[src/rtl/vram_snapshot_pkg.sv]
// -----------------------------------------------------------------------------
// vram_snapshot_pkg
// Shared tamagotchi video package: LCD RAM geometry and the snapshot FSM
// state encoding used by the VRAM snapshot block.
//   WORDS       : LCD RAM nibbles copied per frame (0x00-0x9F)
//   BANK_OFFSET : start of the second LCD segment bank in CPU address space
//   state_t     : snapshot FSM states
// -----------------------------------------------------------------------------
package vram_snapshot_pkg;

   localparam int         WORDS       = 160;
   localparam logic [7:0] BANK_OFFSET = 8'h50;

   typedef enum logic [2:0] {
      IDLE  = 3'd0,
      REQ   = 3'd1,
      COPY  = 3'd2,
      DRAIN = 3'd3,
      SWAP  = 3'd4
   } state_t;

endpackage

[src/rtl/vram_snapshot_ram.sv]
// -----------------------------------------------------------------------------
// snapshot_ram
// Simple dual-port 2*WORDS x 4 RAM holding the front and back frame buffers.
// Addressing is {bank, addr}; the two banks are packed back to back so the
// array is exactly 2*WORDS deep.
//   clk      : clock
//   wr_en    : write strobe (copy side)
//   wr_bank  : bank selected for the write
//   wr_addr  : nibble address for the write
//   wr_data  : nibble to write
//   rd_bank  : bank selected for the read (video side)
//   rd_addr  : nibble address for the read
//   rd_data  : registered read data, one cycle after rd_bank/rd_addr
// -----------------------------------------------------------------------------
module snapshot_ram #(
   parameter int WORDS  = 160,
   parameter int ADDR_W = 8
) (
   input  logic              clk,
   input  logic              wr_en,
   input  logic              wr_bank,
   input  logic [ADDR_W-1:0] wr_addr,
   input  logic [3:0]        wr_data,
   input  logic              rd_bank,
   input  logic [ADDR_W-1:0] rd_addr,
   output logic [3:0]        rd_data
);

   import vram_snapshot_pkg::*;

   // One extra bit beyond the bank address so bank 1 plus any rd_addr fits.
   localparam int IDX_W = ADDR_W + 1;

   logic [3:0]       mem [0:2*WORDS-1];
   logic [IDX_W-1:0] wr_idx;
   logic [IDX_W-1:0] rd_idx;

   assign wr_idx = wr_bank ? (IDX_W'(WORDS) + IDX_W'(wr_addr)) : IDX_W'(wr_addr);
   assign rd_idx = rd_bank ? (IDX_W'(WORDS) + IDX_W'(rd_addr)) : IDX_W'(rd_addr);

   always_ff @(posedge clk) begin
      if (wr_en) begin
         mem[wr_idx] <= wr_data;
      end
   end

   // Out-of-range reads are masked by the caller, so no bounds check here.
   always_ff @(posedge clk) begin
      rd_data <= mem[rd_idx];
   end

endmodule

[src/rtl/vram_snapshot.sv]
// -----------------------------------------------------------------------------
// vram_snapshot
// Copies the CPU-side LCD RAM into a back buffer once per frame and swaps it
// to the front when complete, so scanout never sees a half-updated frame.
//   clk        : clock
//   reset      : asynchronous active-high reset
//   vsync      : one-cycle frame-start pulse
//   freeze     : inhibits starting new snapshots
//   src_req    : request for the LCD RAM read port
//   src_gnt    : grant from the CPU-side arbiter
//   src_addr   : LCD RAM read address (equals the issue counter)
//   src_data   : LCD RAM data, valid one cycle after a granted address
//   video_addr : scanout read address
//   video_data : registered scanout data, 0 for addresses >= WORDS
//   busy       : snapshot in progress
//   frame_done : one-cycle pulse when the buffers swap
//   missed     : one-cycle pulse when a vsync could not start a snapshot
// -----------------------------------------------------------------------------
module vram_snapshot #(
   parameter int WORDS  = vram_snapshot_pkg::WORDS,
   parameter int ADDR_W = 8
) (
   input  logic              clk,
   input  logic              reset,
   input  logic              vsync,
   input  logic              freeze,
   output logic              src_req,
   input  logic              src_gnt,
   output logic [ADDR_W-1:0] src_addr,
   input  logic [3:0]        src_data,
   input  logic [ADDR_W-1:0] video_addr,
   output logic [3:0]        video_data,
   output logic              busy,
   output logic              frame_done,
   output logic              missed
);

   import vram_snapshot_pkg::*;

   localparam logic [ADDR_W-1:0] LAST_ADDR = ADDR_W'(WORDS - 1);
   localparam logic [ADDR_W:0]   WORDS_EXT = (ADDR_W + 1)'(WORDS);

   state_t            state_reg;
   state_t            state_next;
   logic [ADDR_W-1:0] cnt_reg;
   logic              front_reg;
   logic              wr_en_reg;
   logic [ADDR_W-1:0] wr_addr_reg;
   logic              frame_done_reg;
   logic              missed_reg;
   logic              in_range_reg;
   logic              issue;
   logic              start;
   logic [3:0]        rd_data;

   assign issue = src_req & src_gnt;
   assign start = (state_reg == IDLE) & vsync & ~freeze;

   // State register
   always_ff @(posedge clk or posedge reset) begin
      if (reset) begin
         state_reg <= IDLE;
      end else begin
         state_reg <= state_next;
      end
   end

   // Next-state logic; the grant that ends REQ also issues address 0.
   always_comb begin
      state_next = state_reg;
      case (state_reg)
         IDLE:    if (start) state_next = REQ;
         REQ:     if (src_gnt) state_next = (cnt_reg == LAST_ADDR) ? DRAIN : COPY;
         COPY:    if (src_gnt && cnt_reg == LAST_ADDR) state_next = DRAIN;
         DRAIN:   state_next = SWAP;
         SWAP:    state_next = IDLE;
         default: state_next = IDLE;
      endcase
   end

   // Output decode
   always_comb begin
      src_req = 1'b0;
      busy    = 1'b1;
      case (state_reg)
         IDLE:    busy    = 1'b0;
         REQ:     src_req = 1'b1;
         COPY:    src_req = 1'b1;
         default: ;
      endcase
   end

   // Copy datapath. Each issued address is written to the back bank one cycle
   // later, when its data returns; DRAIN covers the final in-flight write.
   always_ff @(posedge clk or posedge reset) begin
      if (reset) begin
         cnt_reg        <= '0;
         front_reg      <= 1'b0;
         wr_en_reg      <= 1'b0;
         wr_addr_reg    <= '0;
         frame_done_reg <= 1'b0;
         missed_reg     <= 1'b0;
         in_range_reg   <= 1'b0;
      end else begin
         if (start) begin
            cnt_reg <= '0;
         end else if (issue) begin
            cnt_reg <= cnt_reg + ADDR_W'(1);
         end
         wr_en_reg      <= issue;
         wr_addr_reg    <= cnt_reg;
         if (state_reg == SWAP) begin
            front_reg <= ~front_reg;
         end
         frame_done_reg <= (state_reg == SWAP);
         missed_reg     <= vsync & ((state_reg != IDLE) | freeze);
         in_range_reg   <= ({1'b0, video_addr} < WORDS_EXT);
      end
   end

   snapshot_ram #(
      .WORDS  (WORDS),
      .ADDR_W (ADDR_W)
   ) u_ram (
      .clk     (clk),
      .wr_en   (wr_en_reg),
      .wr_bank (~front_reg),
      .wr_addr (wr_addr_reg),
      .wr_data (src_data),
      .rd_bank (front_reg),
      .rd_addr (video_addr),
      .rd_data (rd_data)
   );

   assign src_addr   = cnt_reg;
   assign video_data = rd_data & {4{in_range_reg}};
   assign frame_done = frame_done_reg;
   assign missed     = missed_reg;

endmodule

[config.mk]
export PLATFORM = sky130hd
export DESIGN_NAME = vram_snapshot
export DESIGN_NICKNAME = d
export VERILOG_FILES = /design/src/rtl/vram_snapshot_pkg.sv /design/src/rtl/vram_snapshot_ram.sv /design/src/rtl/vram_snapshot.sv
export SDC_FILE = /design/constraint.sdc
export NUM_CORES = 1
export LEC_CHECK = 0
export ABC_CLOCK_PERIOD_IN_PS = 2140
export BUFFER_PORTS_ARGS = -buffer_cell sky130_fd_sc_hd__buf_4
export CAP_MARGIN = 10
export CORE_MARGIN = 1.5
export CORE_UTILIZATION = 30
export DETAILED_ROUTE_END_ITERATION = 8
export PLACE_DENSITY_LB_ADDON = 0.08
export SLEW_MARGIN = 10
export SYNTH_ARGS = -nofsm -noshare
export SYNTH_HDL_FRONTEND = slang
export SYNTH_SLANG_ARGS = --single-unit
export TNS_END_PERCENT = 20
[constraint.sdc]
create_clock -name clk -period 2.14 [get_ports clk]
set_clock_uncertainty 0.05 [all_clocks]
set_input_delay 0.107 -clock clk [delete_from_list [all_inputs] [get_ports clk]]
set_output_delay 0.107 -clock clk [all_outputs]
set_load 0.05 [all_outputs]
==> metrics <==
top cell type's share of synthesized area=0.741; die width=between 400 and 500 um; Non-Filler Instances=5647; R2R setup slack=-0.39 ns; Final period util=1.18; Post-Syn Area=51900 um^2; Setup WS post-layout=-0.395 ns; Lkg Pwr=between 20 and 25 nW; Crit. End Element=register; Min Hold Slack=approximately 0.18 ns; vias in the first global route=roughly 29000; hold path depth=4; syn nets=approximately 2700; Initial Util=0.302; footprint of the multi-input gates=12100 um^2; initial antenna violation count=7; I/O Pins=33; Max stage delay cell, worst path=mux4_2; max-cap viol count=0; DIE AREA=175000 um^2; worst r2r dst=u_ram.rd_data[1]$_DFF_P_; power share of the combinational group=0.093; area leader, netlist=edfxtp_1; Bufs on Longest Clock Path=3; Sequential Power Share=0.480; routed len/inst=~26 um; Finished Cell Area=approximately 64000 um^2; synth cell count leaders=edfxtp_1 (1280), nor2_1 (357), mux4_2 (297); Pins Over Slew Limit=0; pre-CTS setup slack=-1.13 ns; CTS buffer count=147; dominant synthesized flop cell=edfxtp_1; first-pass GRT wire length=between 200000 and 250000 um; DR vias/cell=4.84; Synth Register Bits=about 1300; Hold WC Path Type=primary input to register; Worst-Margin Slew=approximately 0.65 ns; VDD IR max=slightly below 0.9 mV; final setup fails=12; vias=around 27000; clock root cell=clkbuf_16; number of cells on the worst reg-to-reg path=5; Post-DRT Antenna Nets=0; CP Class=register to register; total power=between 50 and 60 mW; Worst-path clk slew=0.06 ns; fin util=0.374; Clk pwr share=0.427; FP Rows=152; routability cong.=0.800; Rel. slew slack=0.567; TNS Setup=-1.63 ns; CTS H-tree depth=4; most instantiated library cell after synthesis=edfxtp_1; Async SR Flop Fraction=0.0183; DR pass1 iterations=5; fraction of layout cells with a size suffix above 1=0.340; Startpoint Class=register; Post-DP Area=between 50000 and 60000 um^2; GRT Total Usage=0.173; failing checks=setup timing; CP arrival=3.14 ns; crit-path max FO=1; number of distinct library cells after synthesis=54; # port buffers=32; routed wire length=approximately 150000 um; HP Start=src_gnt; fillers=15773; P_sw=around 14 mW; RSZ-0062 raised after global routing=true; EDFF count, synth=~1300; worst skew pair latency=0.78 ns; Starting DRT DRC Count=about 2200; Residual DRC=0; most frequent CP cell=mux4_2; sequential element share of the synthesized area=0.754; final global-route overflow total=0; Endpoint, Worst Hold=state_reg[1]$_DFFE_PP0P_; Final min period=approximately 2.5 ns; Max stage delay on crit path=about 0.58 ns; largest net degree at the start of global routing=101; Sw Ratio=0.234; fin nets=roughly 3200; FMAX=395 MHz; core area=about 170000 um^2; Int Pwr=roughly 45 mW; critical-path cell list=mux4_2 -> mux4_2 -> mux4_2 -> nor2b_4 -> a41o_1; Antenna diodes=0; CTS tree=done; Die Span Y=~420 um; # clock sinks=roughly 1300; placed insts=~5400; Area Growth Syn to Fin=23.8%; max reg flops=between 1000 and 1500; Post-DP HPWL=between 90000 and 100000 um; Syn. warnings=0; RR Startpoint=u_ram.mem[282][1]$_DFFE_PP_; final hold violations=0; Sequential Area=roughly 39000 um^2; status=complete, but fails checks; cell area power density=between 900 and 1000 nW/um^2; CP required=about 2.8 ns; synth top area cells=edfxtp_1 (74%), mux4_2 (13%), nor2_1 (2.6%), mux2i_1 (2.4%), dfrtp_1 (1.2%); syn_area_per_cell=between 15 and 20 um^2; Post-Syn Instances=between 2000 and 3000
## layout make-up
class,count,area share
tap,2310,0.0450
timing repair buffer,544,0.0809
clock buffer,194,0.0620
sequential,1308,0.609
clock inverter,76,0.0132
multi-input combinational,1209,0.189
inverter,6,0.000370
## kinds of logic (layout without fill, tap and decap cells)
kind of cell | count (synthesis) | after routing | share of synthesized area
fa+ha+maj | 3 | 3 | 0.000724
simple gates | 595 | 595 | 0.0475
buf+inv | 184 | 820 | 0.0179
xor+xnor | 13 | 13 | 0.00220
mux | 428 | 428 | 0.154
flops | 1308 | 1308 | 0.754
compound gates | 170 | 170 | 0.0229
## critical path, delay by kind of cell, from the launching register on
kind | cells | cell delay [ns]
simple gates | 1 | 0.17
mux | 3 | 1.60
compound gates | 1 | 0.21
flops | 1 | 0.39
## timing repair
action | 4_1_cts | 5_1_grt
buffers inserted | 0 | 2
cloned | 0 | 0
gates resized for setup | 49 | 40
hold buffers | 15 | 0
setup endpoints to repair | 208 | 669
pin swaps | 6 | 2
endpoints found under the hold margin | 1273 | 0
## cell usage in the layout (no fill, tap or decap), drive strengths merged, types with 15 or more instances in the layout
cell type / count
bufinv: 16
nand2: 126
nor2b: 15
clkinv: 51
dfrtp: 24
o22ai: 27
mux2i: 126
mux4: 297
edfxtp: 1280
clkbuf: 194
dlygate4sd3: 15
o221ai: 27
nand3: 43
nor2: 357
a21oi: 28
buf: 529
o21ai: 18
## worst max-delay path by stage
stage          slack [ns]                  endpoint                   startpoint  cells past startpoint
2_1_floorplan       -0.12  u_ram.rd_data[0]$_DFF_P_                video_addr[0]                      7
3_3_place_gp        -1.18  u_ram.rd_data[2]$_DFF_P_                video_addr[0]                      9
3_5_place_dp        -1.13  u_ram.rd_data[2]$_DFF_P_                video_addr[0]                      9
4_1_cts             -0.41  u_ram.rd_data[1]$_DFF_P_   u_ram.mem[27][1]$_DFFE_PP_                      9
5_1_grt             -0.42  u_ram.rd_data[1]$_DFF_P_  u_ram.mem[270][1]$_DFFE_PP_                      5
6_report            -0.39  u_ram.rd_data[1]$_DFF_P_  u_ram.mem[282][1]$_DFFE_PP_                      5
## power by group through the flow
stage | clock network (mW) | logic, mW | registers, mW
2_1_floorplan | 0 | 2.42 | 29.0
3_3_place_gp | 0 | 5.46 | 29.0
3_5_place_dp | 0 | 5.49 | 29.0
4_1_cts | 26.1 | 5.63 | 28.5
5_1_grt | 27.0 | 5.88 | 28.5
6_report | 25.3 | 5.54 | 28.5
## layer usage
layer | GRT usage | up-vias | part of all wire
met3 | 0.0300 | 218 | 0.042
li1 | - | 11937 | -
met1 | 0.231 | 14537 | 0.44
met2 | 0.287 | 644 | 0.49
met4 | 0.0539 | 0 | 0.027
met5 | 0 | - | 0
Power figures use the tool's default switching activity.
